`config.mk`:
```
export PLATFORM = sky130hd
export DESIGN_NAME = sfp_link_ctrl
export DESIGN_NICKNAME = d
export VERILOG_FILES = /design/src/rtl/sfp_link_ctrl.sv
export SDC_FILE = /design/constraint.sdc
export NUM_CORES = 1
export LEC_CHECK = 0
export BUFFER_PORTS_ARGS = -buffer_cell sky130_fd_sc_hd__buf_2
export CAP_MARGIN = 20
export CORE_MARGIN = 4
export CORE_UTILIZATION = 29
export CTS_BUF_LIST = sky130_fd_sc_hd__clkbuf_4
export CTS_CLUSTER_DIAMETER = 200
export CTS_CLUSTER_SIZE = 12
export DETAILED_ROUTE_END_ITERATION = 12
export HOLD_SLACK_MARGIN = 0.05
export PLACE_DENSITY = 0.44
export SYNTH_ARGS = -nofsm -noshare
export SYNTH_HDL_FRONTEND = slang
export SYNTH_SLANG_ARGS = --single-unit
```
`constraint.sdc`:
```
create_clock -name dclk -period 2.2 [get_ports dclk]
set_input_delay 0.44 -clock dclk [delete_from_list [all_inputs] [get_ports dclk]]
set_output_delay 0.44 -clock dclk [all_outputs]
set_load 0.01 [all_outputs]
```
`src/rtl/sfp_link_ctrl.sv`:
```
// Bring-up and supervision FSM for the 10G SFP MAC/PCS path (dclk domain).
// Sequences the GT reset, qualifies PCS block lock and gates RGMII forwarding.
module sfp_link_ctrl #(
  parameter int unsigned RST_CYCLES    = 1000,
  parameter int unsigned LOCK_TIMEOUT  = 10000000,
  parameter int unsigned STABLE_CYCLES = 100000,
  parameter int unsigned DRAIN_CYCLES  = 2000,
  parameter int unsigned TMR_W         = 24
) (
  input  logic       dclk,
  input  logic       sys_rst_n,
  input  logic       locked,
  input  logic       gt_powergood,
  input  logic       rx_block_lock,
  input  logic [1:0] speed_mode,
  output logic       gt_rst,
  output logic       ctl_tx_send_rfi,
  output logic       ctl_tx_send_idle,
  output logic       fwd_en,
  output logic       link_up,
  output logic [7:0] retry_cnt,
  output logic [2:0] state_o
);

  typedef enum logic [2:0] {
    S_IDLE      = 3'd0,
    S_RESET     = 3'd1,
    S_WAIT_LOCK = 3'd2,
    S_SETTLE    = 3'd3,
    S_UP        = 3'd4,
    S_DRAIN     = 3'd5
  } state_t;

  localparam logic [TMR_W-1:0] RST_LAST    = TMR_W'(RST_CYCLES - 1);
  localparam logic [TMR_W-1:0] TIMEOUT_LAST = TMR_W'(LOCK_TIMEOUT - 1);
  localparam logic [TMR_W-1:0] STABLE_LAST = TMR_W'(STABLE_CYCLES - 1);
  localparam logic [TMR_W-1:0] DRAIN_LAST  = TMR_W'(DRAIN_CYCLES - 1);

  state_t           state_q, state_d;
  logic [TMR_W-1:0] timer_q, timer_d;
  logic [7:0]       retry_q, retry_d;
  logic             retry_inc;
  logic             pg_m_q, pg_s, lock_m_q, lock_s;
  logic             gt_rst_q, gt_rst_d;
  logic             rfi_q, rfi_d;
  logic             idle_q, idle_d;
  logic             fwd_q, fwd_d;
  logic             up_q, up_d;

  // State register, synchronisers, timer, retry counter and registered outputs.
  always_ff @(posedge dclk or negedge sys_rst_n) begin
    if (!sys_rst_n) begin
      state_q  <= S_IDLE;
      timer_q  <= '0;
      retry_q  <= '0;
      pg_m_q   <= 1'b0;
      pg_s     <= 1'b0;
      lock_m_q <= 1'b0;
      lock_s   <= 1'b0;
      gt_rst_q <= 1'b1;
      rfi_q    <= 1'b0;
      idle_q   <= 1'b0;
      fwd_q    <= 1'b0;
      up_q     <= 1'b0;
    end else begin
      state_q  <= state_d;
      timer_q  <= timer_d;
      retry_q  <= retry_d;
      pg_m_q   <= gt_powergood;
      pg_s     <= pg_m_q;
      lock_m_q <= rx_block_lock;
      lock_s   <= lock_m_q;
      gt_rst_q <= gt_rst_d;
      rfi_q    <= rfi_d;
      idle_q   <= idle_d;
      fwd_q    <= fwd_d;
      up_q     <= up_d;
    end
  end

  // Next state. The clock/power override wins over every timer and lock event.
  always_comb begin
    state_d   = state_q;
    retry_d   = retry_q;
    retry_inc = 1'b0;
    case (state_q)
      S_IDLE:      if (locked && pg_s) state_d = S_RESET;
      S_RESET:     if (timer_q == RST_LAST) state_d = S_WAIT_LOCK;
      S_WAIT_LOCK: begin
        if (lock_s) begin
          state_d = S_SETTLE;
        end else if (timer_q == TIMEOUT_LAST) begin
          state_d   = S_RESET;
          retry_inc = 1'b1;
        end
      end
      S_SETTLE: begin
        if (!lock_s) state_d = S_WAIT_LOCK;
        else if (timer_q == STABLE_LAST) state_d = S_UP;
      end
      S_UP:        if (!lock_s) state_d = S_DRAIN;
      S_DRAIN: begin
        if (timer_q == DRAIN_LAST) begin
          state_d   = S_RESET;
          retry_inc = 1'b1;
        end
      end
      default:     state_d = S_IDLE;
    endcase
    if (state_q != S_IDLE && (!locked || !pg_s)) begin
      state_d   = S_IDLE;
      retry_inc = 1'b0;
    end
    if (retry_inc && retry_q != 8'hFF) retry_d = retry_q + 8'd1;
    // IDLE and UP have no terminal count, so the timer holds there.
    timer_d = timer_q;
    if (state_d != state_q) timer_d = '0;
    else if (state_q inside {S_RESET, S_WAIT_LOCK, S_SETTLE, S_DRAIN}) timer_d = timer_q + 1'b1;
  end

  // Outputs decoded from the next state so they move together with state_o.
  always_comb begin
    gt_rst_d = 1'b0;
    rfi_d    = 1'b0;
    idle_d   = 1'b0;
    fwd_d    = 1'b0;
    up_d     = 1'b0;
    case (state_d)
      S_IDLE, S_RESET:       gt_rst_d = 1'b1;
      S_WAIT_LOCK, S_SETTLE: rfi_d    = 1'b1;
      S_UP: begin
        up_d  = 1'b1;
        fwd_d = (speed_mode == 2'b10);
      end
      S_DRAIN:               idle_d   = 1'b1;
      default:               gt_rst_d = 1'b1;
    endcase
  end

  assign gt_rst           = gt_rst_q;
  assign ctl_tx_send_rfi  = rfi_q;
  assign ctl_tx_send_idle = idle_q;
  assign fwd_en           = fwd_q;
  assign link_up          = up_q;
  assign retry_cnt        = retry_q;
  assign state_o          = state_q;

endmodule
```
* After elaboration in Yosys (flattened, before gate mapping) *
Cells that the tools add are included.

cells by class
  $add $sub $neg = 2
  eq/ne operators = 16
  mux-type cells = 22
  reduce and logical (&&, ||, !) cells = 12

operator list
  operator               number
  $mux 24                2
  $mux 3                 9
  $add 24x1->24 const B  1
  $eq 24x10->1 const B   1
  $eq 24x11->1 const B   1
  $eq 24x17->1 const B   1
  $eq 24x24->1 const B   1
  $pmux 3 s6             1
  $eq 3x2->1 const B     4
  $eq 3x3->1 const B     4
  $mux 1                 9
  $add 8x1->8 const B    1
  $ne 8x8->1 const B     1
  $reduce_bool 4->1      1
  $reduce_or 4->1        1
  $eq 3x1->1 const B     1
  $logic_and 1x1->1      3
  $logic_not 3->1        1
  $ne 3x3->1             1
  $reduce_bool 3->1      1
  $eq 2x2->1 const B     1
  $logic_not 1->1        2
  $pmux 1 s2             1
  $reduce_bool 2->1      1
  2 further kinds        2

word-level totals
  register bits after elaboration = 44
  input bits = 7
  output and inout port bits = 16
  word-level logic and storage cells = 64

* Depth between registers and ports, before layout *
  word-level depth = 8
  depth in mapped cells = 9
  gate-level depth less buffers = 7

* Worst setup path before layout *
Ideal clock, no wire load.

  kind = register -> register
  from = reg timer_q[0]
  to = reg timer_q[14]
  library setup time = 0.121 ns
  data arrival time = 2.032 ns
  setup slack = 0.047 ns
  stages on the path, launching flop included = 10
  period minus slack after synthesis = 2.153 ns
  path through = dfrtp_1 -> ha_1 -> clkbuf_1 -> and4b_1 -> nand4_2 -> o41ai_1 -> o31ai_1 -> o2111ai_1 -> buf_4 -> nor3_2

between the ends
  longest elaborated chain between the ends = 7
  elaborated cells on any way between the ends = 17
  those cells by class = add/sub: 1; eq/ne: 5; mux: 10; reduce/logical: 1

ends and longest elaborated chain
  item                                                 line    text
  from (decl)                                          40      logic [TMR_W-1:0] timer_q, timer_d;
  from (signal assigned)                               67      timer_q <= timer_d;
  $eq 24x17->1 / $eq 24x24->1 (equally long branches)  99, 92
  $mux 3 (on tied branches)                            99, 92
  $mux 3 (on tied branches)                            98, 90
  $pmux 3 s6                                           86      case (state_q)
  $mux 3                                               110     if (state_q != S_IDLE && (!locked || !pg_s)) begin
  $ne 3x3->1                                           117     if (state_d != state_q) timer_d = '0;
  $mux 24 / $reduce_bool 2->1 (equally long branches)  -

Several ways; a longest one is shown, not always the timed one. The select of a mux whose other input is x is not followed.
A chain may end at the register's enable or synchronous reset.

* Worst setup path in the final report *
  from = reg timer_q[3]
  to = reg timer_q[23]

Same word-level chain as after synthesis.

==> impl_results.md <==
- Outcome: complete, no violations
- Portion of the clock cycle consumed by the worst path in the final layout: 98.6%
- Pin count of the biggest net entering global routing: 45
- Total iterations of the first detailed-routing run: 4
- Launching element type of the critical path: flop
- Post-CTS Hold Buffers: 0
- Cell area after synthesis: about 0.0026 mm2
- Worst Path Max Fanout: 24
- Clock tree from TritonCTS: built
- Clock transition at the registers of the reported paths: 130 ps
- Transition time at the pin with the least slew margin: 581 ps
- Normalized max-slew margin: 61.2%
- Fraction of the mapped netlist area in compound gates: 6.96%
- Number of nets produced by synthesis: 257
- Worst R2R Start: timer_q[3]$_DFFE_PN0P_
- Dominant register cell in the synthesized netlist: dfrtp_1
- Total number of yosys warnings: 0
- Die Ht: 103 um
- Num ports: 23
- Type of the worst min-delay path: primary input to asynchronous set/reset pin
- Count of buffers inserted at the top-level ports: 22
- Initial Util: 29.9%
- Adder and majority gate portion of the synthesized area: less than 1%
- Crit-path max cell delay: 620 ps
- DP Wirelength: 4340 um
- Final core occ: 35.6%
- Setup Slack @ Placement: 6.87 ps
- VDD IR-drop max: 0.367 mV
- Net count reported at finish: 297
- WL/cell: 15.5 um
- Remaining antenna violation count after routing: 0
- Highest achievable clock rate: 0.461 GHz
- First-pass GRT wire length: 10500 um
- H-tree Lvls: 2
- Post-Synth Simple-Gate Area: 34.9%
- Setup repair after global routing missed its margin: true
- Root cell of the clock tree: clkbuf_4
- Routability congestion estimate: between 0.8 and 0.9
- Die width: 103 um
- Number of flops mapped to enable cells by yosys: 0
- Syn_area_per_cell: around 11 um2
- Xor/xnor cell area share of the yosys netlist: 10.1%
- Final Routed Wirelength: 6140 um
- Count of fill cells added during filler insertion: 864
- Antenna diode instance count: 0
- Global-route usage over all layers: 12.6%
- Distinct cell type count after synthesis: 50
- Area taken by flip-flops and latches: 0.00111 mm2
- Worst skew pair latency: 350 ps
- Worst Setup Slack, final: between 30 and 40 ps
- Number of setup violations in the final report: 0
- Global route total overflow: 0
- Iter 0 DRT Violations: 107
- Number of antenna violations at the first check in global routing: 0
- Area enclosed by the die boundary: around 0.011 mm2
- Fraction of post-synthesis cell area in the top cell type by area: 41.3%
- Share of layout cells above drive strength 1: between 30% and 40%
- Data required time at the worst endpoint: 2470 ps
- Reg2Reg Capture Point: timer_q[23]$_DFFE_PN0P_
- Period minus WS final: around 2200 ps
- CP endpoint kind: flop
- Cell with the largest stage delay on the worst path: or4b_1
- Synthesis-to-layout area growth: 19.1%
- Top post-synthesis cells by area: dfrtp_1 (41%), nor3_2 (8.1%), xor2_1 (6.4%), xnor2_1 (3.7%), nand4_1 (3.1%)
- Total power per unit cell area: 593 mW/mm2
- WP data arrival: roughly 2400 ps
- Maximum clock path buffer count: 2
- Dominant combinational cell family by area after synthesis: simple AND/OR/NAND/NOR gates
- Final hold violations: 0
- Synth Register Bits: 44
- Max Cap Viol: 0
- WS Path Type: flop to flop
- List of cells traversed by the critical path: or4b_1 > o31ai_4 > o311a_4 > o22ai_4 > buf_12 > nor3_1
- Flop2flop setup slack: 30 ps
- Detailed-route vias per instance: 5.03
- Proportion of synthesized chip area in sequential cells: ~42%
- Tightest hold margin: 133 ps
- Post-route clock skew: 8.95 ps
- Area of the core: 0.00872 mm2
- Most area-hungry cell type in the Yosys netlist: dfrtp_1
- Final number of max-transition violations: 0
- Async set-or-reset flop fraction in the synthesized netlist: 100%
- Number of global-route vias before repair: 2002
- Standard-cell row count: 34
- Share of cell area taken by muxes after synthesis: less than 1%
- Multi-input gate area: ~0.0015 mm2
- Cts bufs inserted: 5
- Clock Sinks: 44
- Instance count of the mapped netlist: around 250
- Length in cells of the worst reg-to-reg path: 6
- Vias: roughly 2000
- P_leak: approximately 1.4 nW
- Remaining design rule violation count: 0
## final cells by class
class / instances / area share (%)
well taps: 108 / 4.35
clock buffers: 5 / 1.21
multi-input cells: 185 / 47.3
clock inverters: 3 / 0.444
flip-flops and latches: 44 / 35.8
inverters: 6 / 0.726
repair buffers: 46 / 10.2
## critical path: cells and delay by family, from the launching register on
kind	cells	cell delay [ps]
and+or+nand+nor	2	800
buffers and inverters	1	180
AOI/OAI and AO/OA	3	610
DFF	1	480
## layer usage
layer,vias to the layer above,wire [um],share of wire (%),track usage (%)
li1,981,-,-,-
met1,959,3050,50,18.2
met2,50,2750,45,19.8
met3,7,299,4.9,2.50
met4,0,39,0.64,2.49
met5,-,0,0,0
## cell usage in the layout, fill, tap and decap left out, drive strengths merged, types with 6 or more instances in the layout
| cell type | Yosys | final |
|---|---|---|
| and3 | 7 | 7 |
| buf | 8 | 46 |
| dfrtp | 43 | 43 |
| inv | 6 | 6 |
| nand2 | 19 | 19 |
| nand3 | 13 | 13 |
| nand4 | 14 | 14 |
| nor2 | 12 | 12 |
| nor3 | 31 | 31 |
| xnor2 | 11 | 11 |
| xor2 | 19 | 19 |
## cells by family (layout without fill, tap and decap cells)
kind of cell	Yosys count	after routing
AND/OR/NAND/NOR	132	132
flip-flops	44	44
XOR/XNOR	30	30
AO/OA/AOI/OAI	19	19
buffers and inverters	19	60
adder cells (fa/ha/maj)	2	2
multiplexers	2	2
## Yosys cell counts (all sizes together), types with 6 or more instances
master	n
and3	7
buf	8
dfrtp	43
inv	6
nand2	19
nand3	13
nand4	14
nor2	12
nor3	31
xnor2	11
xor2	19
## repair_timing
item / in CTS / in global routing
gates resized for setup: 4 / 14
setup endpoints to repair: 2 / 26
pin swaps: 2 / 5
buffers inserted: 1 / 2
## where the power goes
group          total, mW  internal, mW  switching [mW]
registers          0.873         0.836          0.0375
logic              0.586         0.240           0.345
clock network      0.382         0.118           0.264
## metrics by stage
step | setup TNS [ps] | area [um2] | power, mW | instances
floorplan | 0 | 2610 | 1.25 | 248
global placement | 0 | 2960 | 1.45 | 386
detailed placement | 0 | 2960 | 1.44 | 386
CTS | 0 | 3020 | 1.86 | 395
global route | -1680 | 3100 | 1.96 | 397
finish | 0 | 3100 | 1.84 | 397
## flip-flops by register name (all words and copies together), names as in the netlist
name              flops
pg_s                  1
lock_m_q              1
ctl_tx_send_idle      1
gt_rst                1
retry_cnt             8
timer_q              24
fwd_en                1
state_o               3
link_up               1
lock_s                1
ctl_tx_send_rfi       1
pg_m_q                1
## worst max path at each step
stage | startpoint | end | cells after the start
detailed placement | timer_q[12]$_DFFE_PN0P_ | timer_q[4]$_DFFE_PN0P_ | 7
finish | timer_q[3]$_DFFE_PN0P_ | timer_q[23]$_DFFE_PN0P_ | 6
floorplan | timer_q[0]$_DFFE_PN0P_ | timer_q[14]$_DFFE_PN0P_ | 9
CTS | timer_q[23]$_DFFE_PN0P_ | timer_q[3]$_DFFE_PN0P_ | 7
global route | timer_q[12]$_DFFE_PN0P_ | timer_q[16]$_DFFE_PN0P_ | 7
global placement | timer_q[1]$_DFFE_PN0P_ | timer_q[4]$_DFFE_PN0P_ | 8
No activity file was read; power rests on OpenSTA's default activity.
